**config.mk**
```make
export PLATFORM = sky130hd
export DESIGN_NAME = hex_display_ctrl
export DESIGN_NICKNAME = d
export VERILOG_FILES = /design/src/rtl/hexdisp_pkg.sv /design/src/rtl/hex7seg_lut.sv /design/src/rtl/hex_display_ctrl.sv
export SDC_FILE = /design/constraint.sdc
export NUM_CORES = 1
export LEC_CHECK = 0
export ABC_CLOCK_PERIOD_IN_PS = 4950
export BUFFER_PORTS_ARGS = -buffer_cell sky130_fd_sc_hd__buf_2
export CORE_MARGIN = 4
export CORE_UTILIZATION = 35
export DETAILED_ROUTE_END_ITERATION = 10
export REMOVE_ABC_BUFFERS = 1
export SLEW_MARGIN = 0
export SYNTH_ARGS = -nofsm -noshare
export SYNTH_HDL_FRONTEND = slang
export SYNTH_SLANG_ARGS = --single-unit
```
**constraint.sdc**
```tcl
create_clock -name clk -period 4.95 [get_ports clk]
set_input_delay 0.99 -clock clk [delete_from_list [all_inputs] [get_ports clk]]
set_output_delay 0.99 -clock clk [all_outputs]
set_load 0.02 [all_outputs]
```
**src/rtl/hexdisp_pkg.sv**
```systemverilog
`default_nettype none
// ============================================================================
// Module      : hexdisp_pkg
// Description : Shared constants for the hex display driver. Holds the
//               blank code, the 0..F segment table (active-low gfedcba) and
//               the nibble-to-segment lookup function.
// Revision    : 1.0 - initial release
// ============================================================================
package hexdisp_pkg;

    localparam logic [6:0] SEG_BLANK = 7'h7F;

    // Entry n is the code for hex digit n (entry 0 sits in the LSBs).
    localparam logic [15:0][6:0] SEG_CODES = {
        7'h0E, 7'h06, 7'h21, 7'h46, 7'h03, 7'h08, 7'h10, 7'h00,
        7'h78, 7'h02, 7'h12, 7'h19, 7'h30, 7'h24, 7'h79, 7'h40
    };

    function automatic logic [6:0] nibble_to_seg(input logic [3:0] nib);
        return SEG_CODES[nib];
    endfunction

endpackage
`default_nettype wire

```
**src/rtl/hex7seg_lut.sv**
```systemverilog
`default_nettype none
// ============================================================================
// Module      : hex7seg_lut
// Description : Combinational 4-bit to 7-segment (active-low gfedcba) lookup.
// Ports       : nibble - hex digit in
//               seg    - segment code out
// Revision    : 1.0 - initial release
// ============================================================================
module hex7seg_lut
    import hexdisp_pkg::*;
(
    input  logic [3:0] nibble,
    output logic [6:0] seg
);

    assign seg = nibble_to_seg(nibble);

endmodule
`default_nettype wire

```
**src/rtl/hex_display_ctrl.sv**
```systemverilog
`default_nettype none
// ============================================================================
// Module      : hex_display_ctrl
// Description : Registered driver for NUM_DIGITS active-low seven-segment hex
//               digits with value latch, leading-zero suppression and
//               per-digit blinking paced by an internal prescaler.
//               Optional macro HEXDISP_SCAN_EN selects multiplexed scan mode
//               (single 7-bit seg bus plus active-low digit select an).
// Ports       : clk        - system clock, rising edge
//               rst_n      - asynchronous active-low reset
//               load       - capture strobe for value
//               value      - packed nibbles, nibble 0 = rightmost digit
//               blank_lz   - suppress leading zeros (live)
//               blink_mask - per-digit blink enable (live)
//               seg        - segment codes (7*NUM_DIGITS static, 7 in scan)
//               an         - active-low digit select (scan mode only)
// Revision    : 1.0 - initial release
// ============================================================================
module hex_display_ctrl
    import hexdisp_pkg::*;
#(
    parameter int NUM_DIGITS = 8,
    parameter int BLINK_DIV  = 25_000_000,
    parameter int SCAN_DIV   = 50_000
) (
    input  logic                    clk,
    input  logic                    rst_n,
    input  logic                    load,
    input  logic [4*NUM_DIGITS-1:0] value,
    input  logic                    blank_lz,
    input  logic [NUM_DIGITS-1:0]   blink_mask,
`ifdef HEXDISP_SCAN_EN
    output logic [6:0]              seg,
    output logic [NUM_DIGITS-1:0]   an
`else
    output logic [7*NUM_DIGITS-1:0] seg
`endif
);

    localparam int BW = $clog2(BLINK_DIV);

    logic [4*NUM_DIGITS-1:0] value_q;
    logic [BW-1:0]           blink_cnt;
    logic                    blink_phase;
    logic [NUM_DIGITS-1:0]   lz_blank;
    logic [NUM_DIGITS-1:0]   digit_blank;

    // Digit i is a leading zero when it and every digit above it are zero.
    // Digit 0 is excluded so a zero value still shows one "0".
    always_comb begin
        lz_blank = '0;
        for (int i = 1; i < NUM_DIGITS; i++) begin
            lz_blank[i] = blank_lz;
            for (int j = i; j < NUM_DIGITS; j++) begin
                if (value_q[4*j +: 4] != 4'h0) begin
                    lz_blank[i] = 1'b0;
                end
            end
        end
    end

    assign digit_blank = lz_blank | (blink_mask & {NUM_DIGITS{~blink_phase}});

    // Value latch and blink prescaler. A load restarts the blink period in
    // the visible phase and takes priority over the terminal-count toggle.
    always_ff @(posedge clk or negedge rst_n) begin
        if (!rst_n) begin
            value_q     <= '0;
            blink_cnt   <= '0;
            blink_phase <= 1'b1;
        end else if (load) begin
            value_q     <= value;
            blink_cnt   <= '0;
            blink_phase <= 1'b1;
        end else if (blink_cnt == BW'(BLINK_DIV - 1)) begin
            blink_cnt   <= '0;
            blink_phase <= ~blink_phase;
        end else begin
            blink_cnt   <= blink_cnt + 1'b1;
        end
    end

`ifdef HEXDISP_SCAN_EN
    localparam int IW = (NUM_DIGITS > 1) ? $clog2(NUM_DIGITS) : 1;
    localparam int SW = (SCAN_DIV > 1) ? $clog2(SCAN_DIV) : 1;

    logic [SW-1:0] scan_cnt;
    logic [IW-1:0] scan_idx;
    logic [3:0]    sel_nibble;
    logic          sel_blank;
    logic [6:0]    sel_code;

    always_comb begin
        sel_nibble = 4'h0;
        sel_blank  = 1'b0;
        for (int i = 0; i < NUM_DIGITS; i++) begin
            if (scan_idx == IW'(i)) begin
                sel_nibble = value_q[4*i +: 4];
                sel_blank  = digit_blank[i];
            end
        end
    end

    hex7seg_lut u_lut (
        .nibble (sel_nibble),
        .seg    (sel_code)
    );

    // seg and an are registered from the same scan index so they never skew.
    always_ff @(posedge clk or negedge rst_n) begin
        if (!rst_n) begin
            scan_cnt <= '0;
            scan_idx <= '0;
            seg      <= SEG_BLANK;
            an       <= '1;
        end else begin
            seg <= sel_blank ? SEG_BLANK : sel_code;
            an  <= ~(NUM_DIGITS'(1) << scan_idx);
            if (scan_cnt == SW'(SCAN_DIV - 1)) begin
                scan_cnt <= '0;
                scan_idx <= (scan_idx == IW'(NUM_DIGITS - 1)) ? '0 : scan_idx + 1'b1;
            end else begin
                scan_cnt <= scan_cnt + 1'b1;
            end
        end
    end
`else
    logic [7*NUM_DIGITS-1:0] code;
    logic [7*NUM_DIGITS-1:0] seg_next;

    for (genvar i = 0; i < NUM_DIGITS; i++) begin : g_digit
        hex7seg_lut u_lut (
            .nibble (value_q[4*i +: 4]),
            .seg    (code[7*i +: 7])
        );
        assign seg_next[7*i +: 7] = digit_blank[i] ? SEG_BLANK : code[7*i +: 7];
    end

    always_ff @(posedge clk or negedge rst_n) begin
        if (!rst_n) begin
            seg <= '1;
        end else begin
            seg <= seg_next;
        end
    end
`endif

endmodule
`default_nettype wire
```
==> impl_metrics.env, run 1 <==
export IMPL_r2r_setup_slack_ps=2660
export IMPL_dpl_hpwl_mm=9.83
export IMPL_root_buffer="clkbuf_16"
export IMPL_ctsHoldBuffers=0
export IMPL_worst_setup_path_end_kind="flip-flop"
export IMPL_core_mm2=0.0173
export IMPL_hold_viol_final=0
export IMPL_arrival_ps=2540
export IMPL_first_pass_iters=4
export IMPL_rsz0062_at_grt="false"
export IMPL_grt_pass1_vias=4642
export IMPL_hold_depth=1
export IMPL_yosysUniqueCellTypes=52
export IMPL_start_kind="flip-flop"
export IMPL_worst_r2r_cell_count=5
export IMPL_synth_seq_cells=114
export IMPL_drt_iter0_markers=216
export IMPL_die_x_um=141
export IMPL_cts_tree="built"
export IMPL_rows=48
export IMPL_cts_buffers=17
export IMPL_swShare_pct=27.6
export IMPL_path_max_fanout=25
export IMPL_syn_area_mm2=0.00616
export IMPL_grt_pass1_wl_mm=23.0
export IMPL_numPortBuffers=99
export IMPL_antenna_found_initial=0
export IMPL_worstMarginPinSlew_ps=1040
export IMPL_via_per_inst=5.08
export IMPL_finalWeightedCongestion=0.858
export IMPL_grt_max_degree=81
export IMPL_yosysSeqAreaShare_pct=47.5
export IMPL_synth_edff_count=0
export IMPL_overflow=0
export IMPL_outcome="finished, final reports clean"
export IMPL_power_frac_seq_pct=41.6
export IMPL_p_per_area_mw_per_mm2=383
export IMPL_finalSetupViolations=0
export IMPL_postCtsSetupBuffers=0
export IMPL_dr_total_vias=4730
export IMPL_io_pins=100
export IMPL_p_clk_share_pct=41.4
export IMPL_setup_worst_path_class="flip-flop to flip-flop"
export IMPL_hp_class="flip-flop to flip-flop"
export IMPL_final_common_cell="buf_2"
export IMPL_ys_warn_count=0
export IMPL_hp_start="blink_cnt[0]"
export IMPL_synthCells=605
export IMPL_finalClockSkew_ps=7.47
export IMPL_drive_gt1_share_pct=30.6
export IMPL_fp_dieArea_mm2=0.0198
export IMPL_combPwrFrac_pct=17.0
export IMPL_async_flop_share_pct=100
export IMPL_ant_nets=0
export IMPL_whs_ps=506
export IMPL_cts_max_level=4
export IMPL_use_met1_pct=18.2
export IMPL_met3_usage_pct=4.31
export IMPL_start_util_pct=35.6
export IMPL_drv_cap=0
export IMPL_synth_flop_cell="dfstp_2"
export IMPL_switchingPower_uw=779
export IMPL_hold_path_endpoint="blink_cnt[0]"
export IMPL_area_delta_synth_final_pct=20.0
export IMPL_ir_worst_vdd_mv=0.231
export IMPL_clkLatencyLatePin_ps=410
export IMPL_cts_path_max_buffers=2
export IMPL_wl_per_cell_um=14.9
export IMPL_grt_util_met2_pct=23.7
export IMPL_post_route_min_period_ps=2290
export IMPL_fmax_ghz=0.437
export IMPL_period_share_pct=46.2
export IMPL_track_usage_pct=14.5
export IMPL_n_antenna_cell=0
export IMPL_reg2reg_from="blink_cnt[0]"
export IMPL_cts_resized=0
export IMPL_wl_mm=13.9
export IMPL_fill_cells=1653
export IMPL_drc=0
export IMPL_tns_ps=0
export IMPL_num_nets_final=781
export IMPL_syn_area_per_cell_um2=10.2
export IMPL_timing_rr_end="blink_cnt[8]"
export IMPL_slew_viol_final=0
export IMPL_power_internal_uw=2050
export IMPL_p_leak_uw=0.00330
export IMPL_clkSinkCount=114
export IMPL_top_usage_layer="met2"
export IMPL_critical_path_required_ps=5200
export IMPL_clkTransAtPathRegs_ps=50
export IMPL_final_cell_mix="98 x buf_2, 65 x nand2_1, 57 x dfrtp_1, 57 x dfstp_2, 44 x ha_1"
export IMPL_max_slew_margin_pct=30.9
export IMPL_die_height_um=141
==> per-layer routing <==
metal	part of all wire, %	vias up
met2	49	97
met4	1.4	0
met1	45	2282
met3	4.6	18
li1	-	2333
met5	0	-
==> final cells by class <==
type / instances / area [um^2] / share of cell area (%)
Inverter: 25 / 93.8 / 1.27
Clock inverter: 4 / 45.0 / 0.610
Sequential cell: 114 / 2920 / 39.6
Timing Repair Buffer: 101 / 513 / 6.94
Multi-Input combinational cell: 434 / 3000 / 40.7
Tap cell: 225 / 282 / 3.81
Clock buffer: 28 / 527 / 7.13
==> worst max path at each step <==
stage                     cells after the start             to         start  slack (ps)
after floorplan                               4        seg[12]      blank_lz        2880
after global placement                        5  blink_cnt[11]          load        2450
after detailed placement                      5   blink_cnt[2]          load        2390
after CTS                                     5  blink_cnt[10]  blink_cnt[0]        2640
after global routing                          4   blink_cnt[8]  blink_cnt[2]        2400
final                                         5   blink_cnt[8]  blink_cnt[0]        2660
==> power groups by stage <==
stage / logic (uW) / registers [uW] / clock network (uW)
after floorplan: 215 / 1280 / 0
after global placement: 478 / 1190 / 0
after detailed placement: 487 / 1190 / 0
after CTS: 489 / 1180 / 1200
after global routing: 536 / 1190 / 1240
final: 482 / 1180 / 1170
==> synthesized netlist by cell type, drive strengths merged, types with 6 or more instances <==
library cell | number | area (um^2)
nor2b | 13 | 81.3
mux2i | 8 | 80.1
nand4 | 7 | 50.1
dfstp | 57 | 1500
o21a | 11 | 82.6
nand3 | 32 | 165
clkbuf | 25 | 93.8
o211ai | 40 | 300
dfrtp | 57 | 1430
o21ai | 34 | 170
inv | 25 | 93.8
xor2 | 8 | 70.1
ha | 44 | 551
o31ai | 11 | 101
a21oi | 29 | 145
nand2 | 66 | 250
mux2 | 19 | 214
buf | 7 | 42.5
nor2 | 27 | 101
a211oi | 6 | 45.0
nand2b | 14 | 87.6
or4 | 9 | 67.6
nand3b | 6 | 45.0
==> flip-flops by register name (all words and copies together) (netlist names) <==
signal and cells:
value_q 32, seg 56, blink_phase 1, blink_cnt 25
==> cells by family (layout without fill, tap and decap cells) <==
kind of cell | after synthesis | in the layout | share of synthesized area [%]
AND/OR/NAND/NOR | 204 | 204 | 17.4
AO/OA/AOI/OAI | 148 | 148 | 15.8
flip-flops | 114 | 114 | 47.5
buffers and inverters | 57 | 158 | 3.74
adder cells (fa/ha/maj) | 44 | 44 | 8.94
multiplexers | 28 | 28 | 5.14
XOR/XNOR | 10 | 10 | 1.42
==> critical path, stage by stage, from the launching register on <==
cell	delay, ps
dfrtp_1	400
ha_1	210
and2_1	240
nand4_1	230
o31ai_4	920
nor2_1	130
==> per-stage QoR <==
stage	utilization [%]	instances	worst slack (ps)	total power, uW	instance area, um^2
6_report	42.7	931	2660	2830	7390
4_1_cts	42.7	931	2640	2860	7390
2_1_floorplan	-	573	2880	1490	6020
5_1_grt	42.7	931	2400	2970	7390
3_5_place_dp	39.4	899	2390	1680	6820
3_3_place_gp	39.4	899	2450	1660	6820
Power figures use the tool's default switching activity.
==> run 2, diff against run 1 <==
Settings changed: ABC_CLOCK_PERIOD_IN_PS 4950 to 2000.
Clock period 4.95 ns to 2 ns, I/O delays scaled along.
==> impl_metrics.env, run 2 (synthesis gave the netlist of run 1 again) <==
export IMPL_timing_rr_end="seg[11]"
export IMPL_dpl_hpwl_mm=10.3
export IMPL_via_per_inst=4.98
export IMPL_final_cell_count_no_fill=965
export IMPL_dp_cells=927
export IMPL_drv_cap=0
export IMPL_hold_path_endpoint="value_q[2]"
export IMPL_cts_buffers=17
export IMPL_post_route_min_period_ps=1910
export IMPL_largestRegisters="seg: 56 flops, value_q: 32 flops, blink_cnt: 25 flops"
export IMPL_slew_viol_final=0
export IMPL_hold_depth=3
export IMPL_finalClockSkew_ps=10.0
export IMPL_drc=0
export IMPL_clkSinkCount=114
export IMPL_arrival_ps=2260
export IMPL_numPortBuffers=99
export IMPL_hp_class="input port to flip-flop"
export IMPL_clkTransAtPathRegs_ps=50
export IMPL_area_delta_synth_final_pct=28.1
export IMPL_period_share_pct=95.7
export IMPL_path_max_fanout=6
export IMPL_setup_worst_path_class="flip-flop to flip-flop"
export IMPL_fmax_ghz=0.523
export IMPL_drive_gt1_share_pct=35.3
export IMPL_rows=48
export IMPL_core_mm2=0.0173
export IMPL_whs_ps=192
export IMPL_p_per_area_mw_per_mm2=988
export IMPL_n_antenna_cell=0
export IMPL_cts_max_level=4
export IMPL_cts_tree="built"
export IMPL_outcome="finished, final reports clean"
export IMPL_num_nets_final=815
export IMPL_dr_total_vias=4806
export IMPL_grt_max_degree=40
export IMPL_worst_setup_path_end_kind="flip-flop"
export IMPL_overflow=0
export IMPL_wl_mm=14.0
export IMPL_grt_pass1_vias=4745
export IMPL_antenna_found_initial=0
export IMPL_hold_viol_final=0
export IMPL_pre_cts_ws_ps=-105
export IMPL_clkLatencyLatePin_ps=410
export IMPL_first_pass_iters=4
export IMPL_p_leak_uw=0.00354
export IMPL_die_x_um=141
export IMPL_grt_pass1_wl_mm=23.5
export IMPL_max_slew_margin_pct=63.0
export IMPL_io_pins=100
export IMPL_start_util_pct=35.6
export IMPL_finalWeightedCongestion=0.848
export IMPL_track_usage_pct=14.8
export IMPL_cts_path_max_buffers=2
export IMPL_fin_ws_ps=86.5
export IMPL_worstMarginPinSlew_ps=554
export IMPL_worst_r2r_cell_count=8
export IMPL_largest_reg_flops=56
export IMPL_die_height_um=141
export IMPL_hp_start="value[2]"
export IMPL_fp_dieArea_mm2=0.0198
export IMPL_ir_worst_vdd_mv=0.562
export IMPL_wl_per_cell_um=14.5
export IMPL_critical_path_required_ps=2340
export IMPL_final_common_cell="buf_2"
export IMPL_top_register="seg"
export IMPL_drt_iter0_markers=270
export IMPL_reg2reg_from="value_q[24]"
export IMPL_finalSetupViolations=0
export IMPL_tns_ps=0
export IMPL_start_kind="flip-flop"
export IMPL_final_cell_mix="98 x buf_2, 65 x nand2_1, 57 x dfrtp_1, 57 x dfstp_2, 42 x ha_1"
export IMPL_r2r_setup_slack_ps=90
export IMPL_root_buffer="clkbuf_16"
export IMPL_ant_nets=0
[run 2: cell types whose count changed in the layout (fill, tap and decap cells not counted), moves of 2 or more]
cell	previous run	this run
clkinv_4	0	2
inv_2	0	2
clkinv_2	3	1
clkbuf_1	5	0
clkbuf_8	6	2
buf_4	3	30
buf_12	0	5
ha_1	44	42
bufinv_16	1	7
inv_1	25	23
clkinvlp_4	0	3
[run 2: through the flow]
| stage | total power (uW) | utilization (%) | cell area (um^2) |
|---|---|---|---|
| 2_1_floorplan | 3700 | - | 6020 |
| 3_3_place_gp | 4210 | 41.0 | 7090 |
| 3_5_place_dp | 4240 | 41.0 | 7090 |
| 4_1_cts | 7870 | 45.3 | 7830 |
| 5_1_grt | 8190 | 45.6 | 7890 |
| 6_report | 7800 | 45.6 | 7890 |
[run 2: worst max-delay path: stages (launching register included)]
cell	delay, ps
dfrtp_1	380
inv_1	80
ha_2	190
or3b_4	410
nor4_4	250
buf_4	180
nand4_1	110
buf_6	170
nand3b_1	70
[run 2: worst max path at each step]
stage	slack, ps	startpoint	cells after the start	to
floorplan	60	value_q[24]	6	seg[12]
global placement	-20	value_q[24]	6	seg[11]
detailed placement	-110	value_q[16]	6	seg[11]
CTS	20	value_q[16]	8	seg[16]
global route	-2	value_q[24]	8	seg[11]
finish	90	value_q[24]	8	seg[11]
[run 2: timing repair]
| item | in CTS | in global routing |
|---|---|---|
| buffers inserted | 2 | 3 |
| hold endpoints to repair | 22 | 0 |
| setup endpoints to repair | 26 | 30 |
| resized for setup | 3 | 7 |
| hold buffers | 1 | 0 |
| pin swaps | 2 | 1 |
[run 2: layer usage]
layer  wire length, um  track usage, %  vias to the layer above
met5                 0               0                        -
met4               168            5.10                        0
met3               628            4.72                       14
met2              6850            24.0                       88
met1              6320            18.6                     2304
li1                  -               -                     2400
[run 2: cell type report]
cell class                 count  area, um^2
tap                          225         282
clock buffer                  19         453
timing repair buffer         135         837
inverter                      25        93.8
sequential                   114        2920
multi-input combinational    434        3040
clock inverter                13         255
fill                        1603        9410
[run 2: power breakdown]
part | switching (uW) | internal (uW) | leakage, uW
Clock | 1060 | 2530 | 0.000335
Combinational | 820 | 567 | 0.00188
Sequential | 138 | 2690 | 0.00133
